## src/rtl/serial_frame_pkg.sv

```systemverilog
`default_nettype none
// ============================================================================
// Module      : serial_frame_pkg
// Description : FSM state encoding, parity-mode constants and the parity-error
//               helper shared by the serial frame receiver.
// Revision    : 1.0 - initial release
// ============================================================================
package serial_frame_pkg;

    localparam logic [1:0] c_ST_IDLE   = 2'd0;
    localparam logic [1:0] c_ST_DATA   = 2'd1;
    localparam logic [1:0] c_ST_PARITY = 2'd2;
    localparam logic [1:0] c_ST_STOP   = 2'd3;

    localparam int PARITY_NONE = 0;
    localparam int PARITY_ODD  = 1;
    localparam int PARITY_EVEN = 2;

    // i_ones_odd is the XOR of payload and parity bit (1 = odd total of ones)
    function automatic logic f_par_err(input logic i_ones_odd, input int i_mode);
        case (i_mode)
            PARITY_ODD:  return !i_ones_odd;
            PARITY_EVEN: return i_ones_odd;
            default:     return 1'b0;
        endcase
    endfunction

endpackage
`default_nettype wire

```

## src/rtl/sync_2ff.sv

```systemverilog
`default_nettype none
// ============================================================================
// Module      : sync_2ff
// Description : Two-flop synchroniser for one asynchronous input bit.
// Revision    : 1.0 - initial release
// ============================================================================
module sync_2ff #(
    parameter logic RST_VAL = 1'b1
) (
    input  logic i_clk,
    input  logic i_rst,
    input  logic i_d,
    output logic o_q
);

    logic r_meta;

    always_ff @(posedge i_clk or posedge i_rst) begin
        if (i_rst) begin
            r_meta <= RST_VAL;
            o_q    <= RST_VAL;
        end else begin
            r_meta <= i_d;
            o_q    <= r_meta;
        end
    end

endmodule
`default_nettype wire

```

## src/rtl/serial_frame_ctrl.sv

```systemverilog
`default_nettype none
// ============================================================================
// Module      : serial_frame_ctrl
// Description : Oversampled serial frame receiver (start, data, parity, stop)
//               with frame-error and inactivity-timeout detection.
// Revision    : 1.0 - initial release
// ============================================================================
module serial_frame_ctrl
    import serial_frame_pkg::*;
#(
    parameter int DATA_W      = 8,
    parameter int PARITY_MODE = 1,
    parameter int MSB_FIRST   = 0,
    parameter int TIMEOUT_CYC = 4096
) (
    input  logic              CLK,
    input  logic              RST,
    input  logic              sSCL,
    input  logic              sSDA,
    output logic              START,
    output logic [DATA_W-1:0] DATA,
    output logic              VALID,
    output logic              PAR_ERR,
    output logic              FRAME_ERR,
    output logic              TO_ERR
);

    localparam int CW = (DATA_W > 1) ? $clog2(DATA_W) : 1;
    localparam int TW = $clog2(TIMEOUT_CYC + 1);

    logic              w_scl;
    logic              w_sda;
    logic              w_fall;
    logic              w_timeout;
    logic [1:0]        w_state_nxt;
    logic [DATA_W-1:0] w_sr_nxt;

    logic              r_scl_prev;
    logic              r_pbit;
    logic [1:0]        r_state;
    logic [CW-1:0]     r_cnt;
    logic [TW-1:0]     r_to;
    logic [DATA_W-1:0] r_sr;

    sync_2ff #(.RST_VAL(1'b1)) u_sync_scl (.i_clk(CLK), .i_rst(RST), .i_d(sSCL), .o_q(w_scl));
    sync_2ff #(.RST_VAL(1'b1)) u_sync_sda (.i_clk(CLK), .i_rst(RST), .i_d(sSDA), .o_q(w_sda));

    assign w_fall    = r_scl_prev & ~w_scl;
    // A fall in the expiry cycle restarts the count instead of aborting
    assign w_timeout = (r_state != c_ST_IDLE) && !w_fall && (r_to == TW'(TIMEOUT_CYC - 1));
    assign w_sr_nxt  = (MSB_FIRST != 0) ? ((r_sr << 1) | DATA_W'(w_sda))
                                        : ((r_sr >> 1) | (DATA_W'(w_sda) << (DATA_W - 1)));

    always_comb begin
        w_state_nxt = r_state;
        if (w_timeout) begin
            w_state_nxt = c_ST_IDLE;
        end else if (w_fall) begin
            case (r_state)
                c_ST_IDLE:   if (!w_sda) w_state_nxt = c_ST_DATA;
                c_ST_DATA:   if (r_cnt == CW'(DATA_W - 1))
                                 w_state_nxt = (PARITY_MODE == PARITY_NONE) ? c_ST_STOP : c_ST_PARITY;
                c_ST_PARITY: w_state_nxt = c_ST_STOP;
                default:     w_state_nxt = c_ST_IDLE;
            endcase
        end
    end

    always_ff @(posedge CLK or posedge RST) begin
        if (RST) begin
            r_scl_prev <= 1'b1;
            r_state    <= c_ST_IDLE;
            r_cnt      <= '0;
            r_to       <= '0;
            r_sr       <= '0;
            r_pbit     <= 1'b0;
            START      <= 1'b0;
            DATA       <= '0;
            VALID      <= 1'b0;
            PAR_ERR    <= 1'b0;
            FRAME_ERR  <= 1'b0;
            TO_ERR     <= 1'b0;
        end else begin
            r_scl_prev <= w_scl;
            r_state    <= w_state_nxt;
            START      <= (w_state_nxt != c_ST_IDLE);
            VALID      <= 1'b0;
            FRAME_ERR  <= 1'b0;
            TO_ERR     <= w_timeout;

            if (w_fall || w_timeout || (r_state == c_ST_IDLE))
                r_to <= '0;
            else
                r_to <= r_to + TW'(1);

            if (w_fall) begin
                case (r_state)
                    c_ST_IDLE: r_cnt <= '0;
                    c_ST_DATA: begin
                        r_sr  <= w_sr_nxt;
                        r_cnt <= r_cnt + CW'(1);
                    end
                    c_ST_PARITY: r_pbit <= w_sda;
                    c_ST_STOP: begin
                        if (w_sda) begin
                            DATA    <= r_sr;
                            VALID   <= 1'b1;
                            PAR_ERR <= f_par_err(^{r_sr, r_pbit}, PARITY_MODE);
                        end else begin
                            FRAME_ERR <= 1'b1;
                        end
                    end
                    default: ;
                endcase
            end
        end
    end

endmodule
`default_nettype wire

```

## config.mk

```make
export PLATFORM = sky130hd
export DESIGN_NAME = serial_frame_ctrl
export DESIGN_NICKNAME = d
export VERILOG_FILES = /design/src/rtl/serial_frame_pkg.sv /design/src/rtl/sync_2ff.sv /design/src/rtl/serial_frame_ctrl.sv
export SDC_FILE = /design/constraint.sdc
export NUM_CORES = 1
export LEC_CHECK = 0
export BUFFER_PORTS_ARGS = -buffer_cell sky130_fd_sc_hd__buf_4
export CORE_MARGIN = 8
export CORE_UTILIZATION = 45
export CTS_BUF_LIST = sky130_fd_sc_hd__clkbuf_8
export CTS_CLUSTER_DIAMETER = 200
export DETAILED_ROUTE_END_ITERATION = 8
export HOLD_SLACK_MARGIN = 0.05
export PLACE_DENSITY = 0.69
export SYNTH_ARGS = -nofsm -noshare
export SYNTH_HDL_FRONTEND = slang
export SYNTH_HIERARCHICAL = 1
export SYNTH_SLANG_ARGS = --single-unit
export TNS_END_PERCENT = 1
```

## constraint.sdc

```tcl
create_clock -name CLK -period 1.8 [get_ports CLK]
set_input_delay 0.18 -clock CLK [delete_from_list [all_inputs] [get_ports CLK]]
set_output_delay 0.18 -clock CLK [all_outputs]
set_load 0.005 [all_outputs]
```

# Word-level counts from Yosys, hierarchy flattened

Index checks and enable logic that the tools add are counted.

Register bits after elaboration: 45
Input bits: 4
Output and inout bits: 13
Logic and storage cells: 54

$add $sub $neg: 2
Eq/ne operators: 5
Multiplexer cells: 13
Bitwise gates (word level): 3
Reductions and logical operators: 15

Operators by type and width:

| operator                                                                 | number |
|---|---|
| 13-bit by 1-bit adder with 13-bit output (second input constant)         | 1 |
| 13-bit by 12-bit equality test with 1-bit output (second input constant) | 1 |
| 13-bit 2-to-1 mux                                                        | 1 |
| 9-bit XOR reduction                                                      | 1 |
| 2-bit 2-to-1 mux                                                         | 4 |
| 7-bit by 8-bit OR with 8-bit output                                      | 1 |
| 1-bit 2-to-1 mux                                                         | 6 |
| 2-bit one-hot mux with 3 select lines                                    | 1 |
| 3-bit one-hot mux with 2 select lines                                    | 1 |
| 2-bit AND reduction                                                      | 3 |
| 2-bit nonzero test                                                       | 3 |
| 2-bit equality test (second input constant)                              | 2 |
| 3-bit by 1-bit adder with 3-bit output (second input constant)           | 1 |
| 3-bit equality test (second input constant)                              | 1 |
| 3-bit AND reduction                                                      | 1 |
| 2-bit by 1-bit equality test with 1-bit output (second input constant)   | 1 |
| 1-bit logical AND                                                        | 2 |
| 1-bit logical NOT                                                        | 2 |
| 2-bit logical NOT                                                        | 1 |
| 1-bit logical OR                                                         | 2 |
| 1-bit bitwise AND                                                        | 1 |
| 1-bit inverter                                                           | 1 |

# Longest topological paths before layout

Gate-level depths: netlist of the first run.

Depth in word-level cells: 8
Depth in mapped cells: 5
Mapped depth without buffers: 5

# Modules after synthesis

The synthesis of the first run kept the hierarchy.

Modules (own cells, without submodules):

| module            | times used | cells each | area an instance (um2) | seq. area each (um2) |
|---|---|---|---|---|
| serial_frame_ctrl | 1          | 149        | 1824.2                 | 1027.2 |
| sync_2ff          | 2          | 3          | 56.3                   | 52.6 |

# Worst setup path after synthesis of the first run

No wires, ideal clock.

Kind: reg2reg
Start point: register u_sync_scl.o_q
End point: register DATA[0]
Library setup time: 0.125 ns
Arrival time: 1.320 ns
Required time: 1.675 ns
Path slack: 0.355 ns
Cell stages (with the launch flop): 5
Path buffers: 1
Clock period less this slack: 1.445 ns
Cell sequence: dfstp_2 -> and2b_1 -> nand4_1 -> buf_4 -> mux2_4

Cells in the longest elaborated chain, start to end: 3

RTL lines:

| item                                 | RTL line                 | text |
|---|---|---|
| start: declaration                   | sync_2ff.sv:13           | `output logic o_q` |
| start signal: assignment             | sync_2ff.sv:24           | `o_q <= r_meta;` |
| 1-bit inverter                       | serial_frame_ctrl.sv:48  | `assign w_fall = r_scl_prev & ~w_scl;` |
| 1-bit bitwise AND                    | serial_frame_ctrl.sv:48  |  |
| 3-bit AND reduction (no source line) | n/a                      |  |
| end signal: assignment               | serial_frame_ctrl.sv:106 | `DATA <= r_sr;` |
| end: declaration                     | serial_frame_ctrl.sv:21  | `output logic [DATA_W-1:0] DATA,` |

Every way passes these cells.
A chain may end at the register's enable or synchronous reset.

# Worst setup path after layout of the first run

Start point: register u_sync_scl.o_q
End point: register DATA[6]

The elaborated chain is that of the path after synthesis.

==> results of run 1 <==
## metal layers
metal	wire length, um	global-route usage [%]	vias up
li1	-	-	581
met1	1420	13.3	597
met2	1630	17.5	14
met3	160	4.38	6
met4	61	5.26	0
met5	0	0	-
## sequential cells by signal (all words and copies together), names as in the netlist
signal / cells
DATA: 8
u_sync_sda/o_q: 1
VALID: 1
u_sync_scl/r_meta: 1
r_scl_prev: 1
r_to: 13
u_sync_scl/o_q: 1
r_state: 2
r_cnt: 3
u_sync_sda/r_meta: 1
r_sr: 8
FRAME_ERR: 1
PAR_ERR: 1
TO_ERR: 1
r_pbit: 1
START: 1
## power by group
part           leakage [nW]  internal, W  switching, W
sequential            0.577      0.00125      0.000204
clock                0.0512     0.000311      0.000322
combinational         0.486     0.000540      0.000384
total                  1.11      0.00210      0.000909
## how the worst min path moves through the flow
stage,from,endpoint,slack [ns],cells after the start
after floorplan,RST,u_sync_scl/o_q,0.09,1
after global placement,RST,u_sync_sda/r_meta,0.23,2
after detailed placement,RST,u_sync_scl/r_meta,0.23,2
after CTS,u_sync_sda/r_meta,u_sync_sda/o_q,0.36,0
after global routing,u_sync_sda/r_meta,u_sync_sda/o_q,0.37,0
final,u_sync_sda/r_meta,u_sync_sda/o_q,0.36,0
## worst reg2reg max path, cell delays in order (launching register included)
cell and delay, ns:
dfstp_2 0.55, and2b_1 0.22, nand4_1 0.10, buf_4 0.22
mux2_2 0.35
## cells by family (layout without fill, tap and decap cells)
| logic type | Yosys count | count (layout) |
|---|---|---|
| buffers and inverters | 10 | 37 |
| xor gates and xnor gates | 17 | 17 |
| DFF | 45 | 45 |
| adders and majority gates | 3 | 3 |
| muxes | 17 | 17 |
| and+or+nand+nor | 51 | 51 |
| AOI/OAI and AO/OA | 12 | 12 |
## placed cells by master (no fill, tap or decap), drive strengths merged, types with 2 or more instances in the layout
cell	netlist	routed
ha	3	3
nand2	8	8
o21ai	7	7
dlygate4sd3	0	3
dfstp	5	5
a21oi	2	2
mux2	17	17
xor2	9	9
inv	6	6
nand3	7	7
clkbuf	0	6
and3	2	2
nor2	20	20
buf	4	20
and4	2	2
clkinv	0	2
dfrtp	40	40
xnor2	7	7
nand4	5	5
## cell usage after synthesis, types with 2 or more instances
cell type and n:
a21oi_1 2, and3_1 2, and4_1 2, buf_2 2
buf_4 2, dfrtp_1 40, dfstp_2 5, ha_1 3
inv_1 6, mux2_2 10, mux2_4 7, nand2_1 7
nand3_1 7, nand4_1 4, nor2_1 18, o21ai_0 6
xnor2_1 7, xor2_1 9
## final cells by class
class / instances / area, um2
sequential: 45 / 1130
timing repair buffer: 23 / 180
clock inverter: 2 / 13.8
tap: 52 / 65.1
multi-input combinational: 100 / 757
clock buffer: 6 / 82.6
fill: 386 / 2010
inverter: 6 / 22.5
## through the flow
step	utilization, %	cells	hold slack [ns]
after floorplan	-	155	0.0915
after CTS	52.8	234	0.363
final	52.8	234	0.361
after global placement	49.9	223	0.226
after global routing	52.8	234	0.368
after detailed placement	49.9	223	0.233
## what timing repair did
action	in CTS	in global routing
endpoints found under the setup margin	0	0
hold buffers	3	0
hold endpoints to repair	18	0
==> metrics.md, run 1 <==
| Metric | Value |
|---|---|
| Status | `finished clean` |
| R2R setup slack | `approximately 0.25 ns` |
| Vias in the first global route | `approximately 1200` |
| H-tree levels | `2` |
| Critical Path Sink | `DATA[6]` |
| CP endpoint kind | `register` |
| Largest fanout on the critical path | `11` |
| Pins Over Slew Limit | `0` |
| Critical Path Source Type | `register` |
| Crit-path leading delay family | `flip-flops` |
| Crit path cell chain | `and2b_1 > nand4_1 > buf_4 > mux2_2` |
| Worst skew pair latency | `about 0.3 ns` |
| Final Hold Viols | `0` |
| P_leak | `1.11 nW` |
| Power Total | `approximately 0.0030 W` |
| FFs w/ async S/R, synth | `between 90% and 100%` |
| Share of the synthesized area in the top cell type | `51.7%` |
| Net count reported at finish | `approximately 190` |
| Avg Inst Size Synth | `12.5 um2` |
| Reg clk slew, reported paths | `around 0.080 ns` |
| Main combinational cell family by area after synthesis | `simple AND/OR/NAND/NOR gates` |
| Reg2Reg Depth | `4` |
| CP Class | `reg2reg` |
| Final worst path period share | `a little under nine tenths` |
| CTS Root Cell | `clkbuf_8` |
| Xor/xnor cell area share of the yosys netlist | `8.40%` |
| Rows | `24` |
| WP data arrival | `roughly 1.7 ns` |
| Ant. Diodes | `0` |
| Yosys reg bits | `between 40 and 50` |
| First-pass GRT wire length | `~5700 um` |
| Post-synthesis sequential area ratio | `58.5%` |
| Buffer count from post-CTS setup fixing | `0` |
| Post-Syn Nets | `approximately 160` |
| CP max stage cell | `dfstp_2` |
| EDFF count, synth | `0` |
| Vias | `1198` |
| Initial antenna violation count | `0` |
| Worst r2r dst | `DATA[6]` |
| Ports | `17` |
| Hold Crit Class | `reg2reg` |
| TritonCTS clock tree | `yes` |
| Initial Utilization | `a little under half` |
| Peak Freq | `0.645 GHz` |
| Yosys cell types | `34` |
| CTS sink cnt | `45` |
| Pre-antenna DRT Iters | `4` |
| Synth Area in Simple Gates | `roughly 14%` |
| DR vias/cell | `between 5 and 6` |
| Clock buffer depth | `2` |
| Design area | `2250 um2` |
| Clock buffer count from CTS | `5` |
| Slowest stage delay, CP | `between 0.5 and 0.6 ns` |
| DIE HEIGHT | `81.6 um` |
| Post-Route WL | `~3300 um` |
| # setup viols final | `0` |
| Share of layout cells above drive strength 1 | `29.7%` |
| Die area | `around 6700 um2` |
| Reg2reg start | `u_sync_scl/o_q` |
| Dpl ws | `0.253 ns` |
| CP startpoint | `u_sync_scl/o_q` |
| DRC errors left | `0` |
| Measured slew at the worst slew-check pin | `around 0.52 ns` |
| Stages on worst setup path | `4` |
| IO buf count | `16` |
| Dpl cell area | `2130 um2` |
| Final setup TNS | `0 ns` |
| Worst Skew | `~0.006 ns` |
| Grt total ovfl | `0` |
| PD cells | `1340 nW/um2` |
| Post-Synth Adder-Cell Area | `approximately 1.9%` |
| WP data required | `1.98 ns` |
| Post-DP HPWL | `between 2000 and 2500 um` |
| CTS-repair resized insts | `0` |
| DIE WIDTH | `around 82 um` |
| Total GRT Usage | `between 10 and 15%` |
| Yosys warns | `6` |
| Buf+Inv Stages, Crit Path | `1` |
| Final ANT Viol Nets | `0` |
| GP Congestion | `0.772` |
| Commonest register cell after synthesis | `dfrtp_1` |
| Drt initial violations | `47` |
| Max_cap viols | `0` |
| Max VDD drop | `roughly 0.63 mV` |
| Cells taking the most area after synthesis | `dfrtp_1 (52%), dfstp_2 (6.8%), mux2_2 (5.8%), mux2_4 (5.4%), xor2_1 (4.1%)` |
| Synth-to-Final Area Change | `16.3%` |
| RSZ-0062 raised after global routing | `no` |
| Post-Syn Instances | `about 160` |
| CORE AREA | `between 4000 and 5000 um2` |
| Synth Area in Compound Gates | `about 3.6%` |
| Synthesized area | `roughly 1900 um2` |
| Max-Slew Margin vs Limit | `around two thirds` |
| Cell taking the most area after synthesis | `dfrtp_1` |
| Mux cell area share after synthesis | `approximately 11%` |
| DR WL/cell | `approximately 14 um` |
| Min Tclk post-route | `about 1.6 ns` |
| PnR worst setup slack | `around 0.25 ns` |
| Largest net degree at the start of global routing | `16` |
No activity file was read; power rests on OpenSTA's default activity.
==> inputs of run 2 (changes only) <==
- CTS_BUF_LIST: sky130_fd_sc_hd__clkbuf_8 -> sky130_fd_sc_hd__clkbuf_4
- clock period: 1.8 -> 1.9 ns (I/O delays scaled with it)
==> metrics.md, run 2 (synthesized netlist as in run 1, its figures left out) <==
| Metric | Value |
|---|---|
| Fill cell count | `around 380` |
| Final worst path period share | `around four fifths` |
| Final Hold Viols | `0` |
| Initial Utilization | `a little under half` |
| Top reg by flops | `r_to` |
| WP data arrival | `roughly 1.8 ns` |
| IO buf count | `16` |
| PD cells | `around 1300 nW/um2` |
| Net count reported at finish | `between 150 and 200` |
| CP max stage cell | `dfstp_2` |
| Slowest stage delay, CP | `approximately 0.56 ns` |
| Buffer count from post-CTS setup fixing | `0` |
| Ant. Diodes | `0` |
| Clock buffer depth | `2` |
| Largest fanout on the critical path | `11` |
| Most frequent cells in the layout | `dfrtp_1 (40), buf_4 (19), nor2_1 (18)` |
| Worst Skew | `around 0.014 ns` |
| Measured slew at the worst slew-check pin | `0.507 ns` |
| PnR worst setup slack | `roughly 0.35 ns` |
| Most common cell after layout, fill and taps aside | `dfrtp_1` |
| CTS sink cnt | `45` |
| Max-Slew Margin vs Limit | `66.1%` |
| Crit-path leading delay family | `flip-flops` |
| Final setup TNS | `0 ns` |
| P_leak | `1.10 nW` |
| CTS Root Cell | `clkbuf_4` |
| DRC errors left | `0` |
| Pre-antenna DRT Iters | `4` |
| WP data required | `2.12 ns` |
| Reg clk slew, reported paths | `between 0.1 and 0.15 ns` |
| Largest regs | `r_to x13, DATA x8, r_sr x8` |
| Clock buffer count from CTS | `5` |
| CP Class | `reg2reg` |
| DIE WIDTH | `81.6 um` |
| DR WL/cell | `around 14 um` |
| Post-Route WL | `between 3000 and 4000 um` |
| Max VDD drop | `just over 0.6 mV` |
| First-pass GRT wire length | `roughly 5700 um` |
| # setup viols final | `0` |
| Total GRT Usage | `between 10% and 20%` |
| Status | `finished clean` |
| Largest net degree at the start of global routing | `16` |
| Max reg flops | `13` |
| Peak Freq | `0.646 GHz` |
| Die area | `~6700 um2` |
| Pins Over Slew Limit | `0` |
| Synth-to-Final Area Change | `15.1%` |
| CP endpoint kind | `register` |
| Grt total ovfl | `0` |
| Post-DP HPWL | `approximately 2400 um` |
| H-tree levels | `2` |
| Ports | `17` |
| Post-Layout Cell Count | `~230` |
| Buf+Inv Stages, Crit Path | `1` |
| DR vias/cell | `5.13` |
| Vias | `roughly 1200` |
| Drt initial violations | `99` |
| TritonCTS clock tree | `yes` |
| Critical Path Source Type | `register` |
| Vias in the first global route | `between 1000 and 1500` |
| Final ANT Viol Nets | `0` |
| RSZ-0062 raised after global routing | `no` |
| Hold Crit Class | `reg2reg` |
| Initial antenna violation count | `0` |
| GP Congestion | `approximately 0.76` |
| Rows | `24` |
| Crit path cell chain | `and2b_1 > nand4_1 > buf_4 > mux2_2` |
| Share of layout cells above drive strength 1 | `between 20% and 30%` |
| Dpl ws | `~0.36 ns` |
| DIE HEIGHT | `slightly above 80 um` |
| Placed cells | `approximately 220` |
| CORE AREA | `between 4000 and 5000 um2` |
| Min Tclk post-route | `1.55 ns` |
| Worst skew pair latency | `0.34 ns` |
| Max_cap viols | `0` |
-- run 2: stage by stage --
stage / cell area [um2] / total power (W) / util, % / hold WS [ns]
after floorplan: 1940 / 0.00203 / - / 0.102
after global placement: 2120 / 0.00221 / 49.7 / 0.235
after detailed placement: 2120 / 0.00226 / 49.7 / 0.241
after CTS: 2230 / 0.00283 / 52.3 / 0.366
after global routing: 2230 / 0.00300 / 52.3 / 0.373
final: 2230 / 0.00279 / 52.3 / 0.364
-- run 2: repair_timing --
item | CTS | global route
hold endpoints to repair | 18 | 0
hold buffers | 3 | 0
gates resized for setup | 0 | 0
-- run 2: layout make-up --
cell class | instances | area, um2 | area share, %
multi-input combinational | 100 | 757 | 34.0
tap | 52 | 65.1 | 2.92
inverter | 6 | 22.5 | 1.01
sequential | 45 | 1130 | 50.8
clock buffer | 6 | 45.0 | 2.02
timing repair buffer | 22 | 173 | 7.75
clock inverter | 2 | 33.8 | 1.52
-- run 2: report_power, final --
group	leakage, nW	switching (W)	internal [W]	total [W]
logic	0.481	0.000333	0.000497	0.000830
clock network	0.0433	0.000277	0.000289	0.000566
registers	0.577	0.000215	0.00118	0.00140
total	1.10	0.000825	0.00197	0.00279
-- run 2: worst paths after layout --
kind	start	endpoint	slack, ns	depth (start not counted)
max	u_sync_scl/o_q	DATA[6]	0.35	4
min	u_sync_sda/r_meta	u_sync_sda/o_q	0.36	0
max reg2reg	u_sync_scl/o_q	DATA[6]	0.35	4
min reg2reg	u_sync_sda/r_meta	u_sync_sda/o_q	0.36	0
max in group asynchronous	RST	r_scl_prev	0.79	4
min in group asynchronous	RST	u_sync_sda/r_meta	0.45	3
-- run 2: metal layers --
layer  global-route usage [%]  part of all wire, %
met3                     3.83                  4.4
met5                        0                    0
met4                     3.68                 0.72
met1                     13.0                   43
met2                     18.1                   52
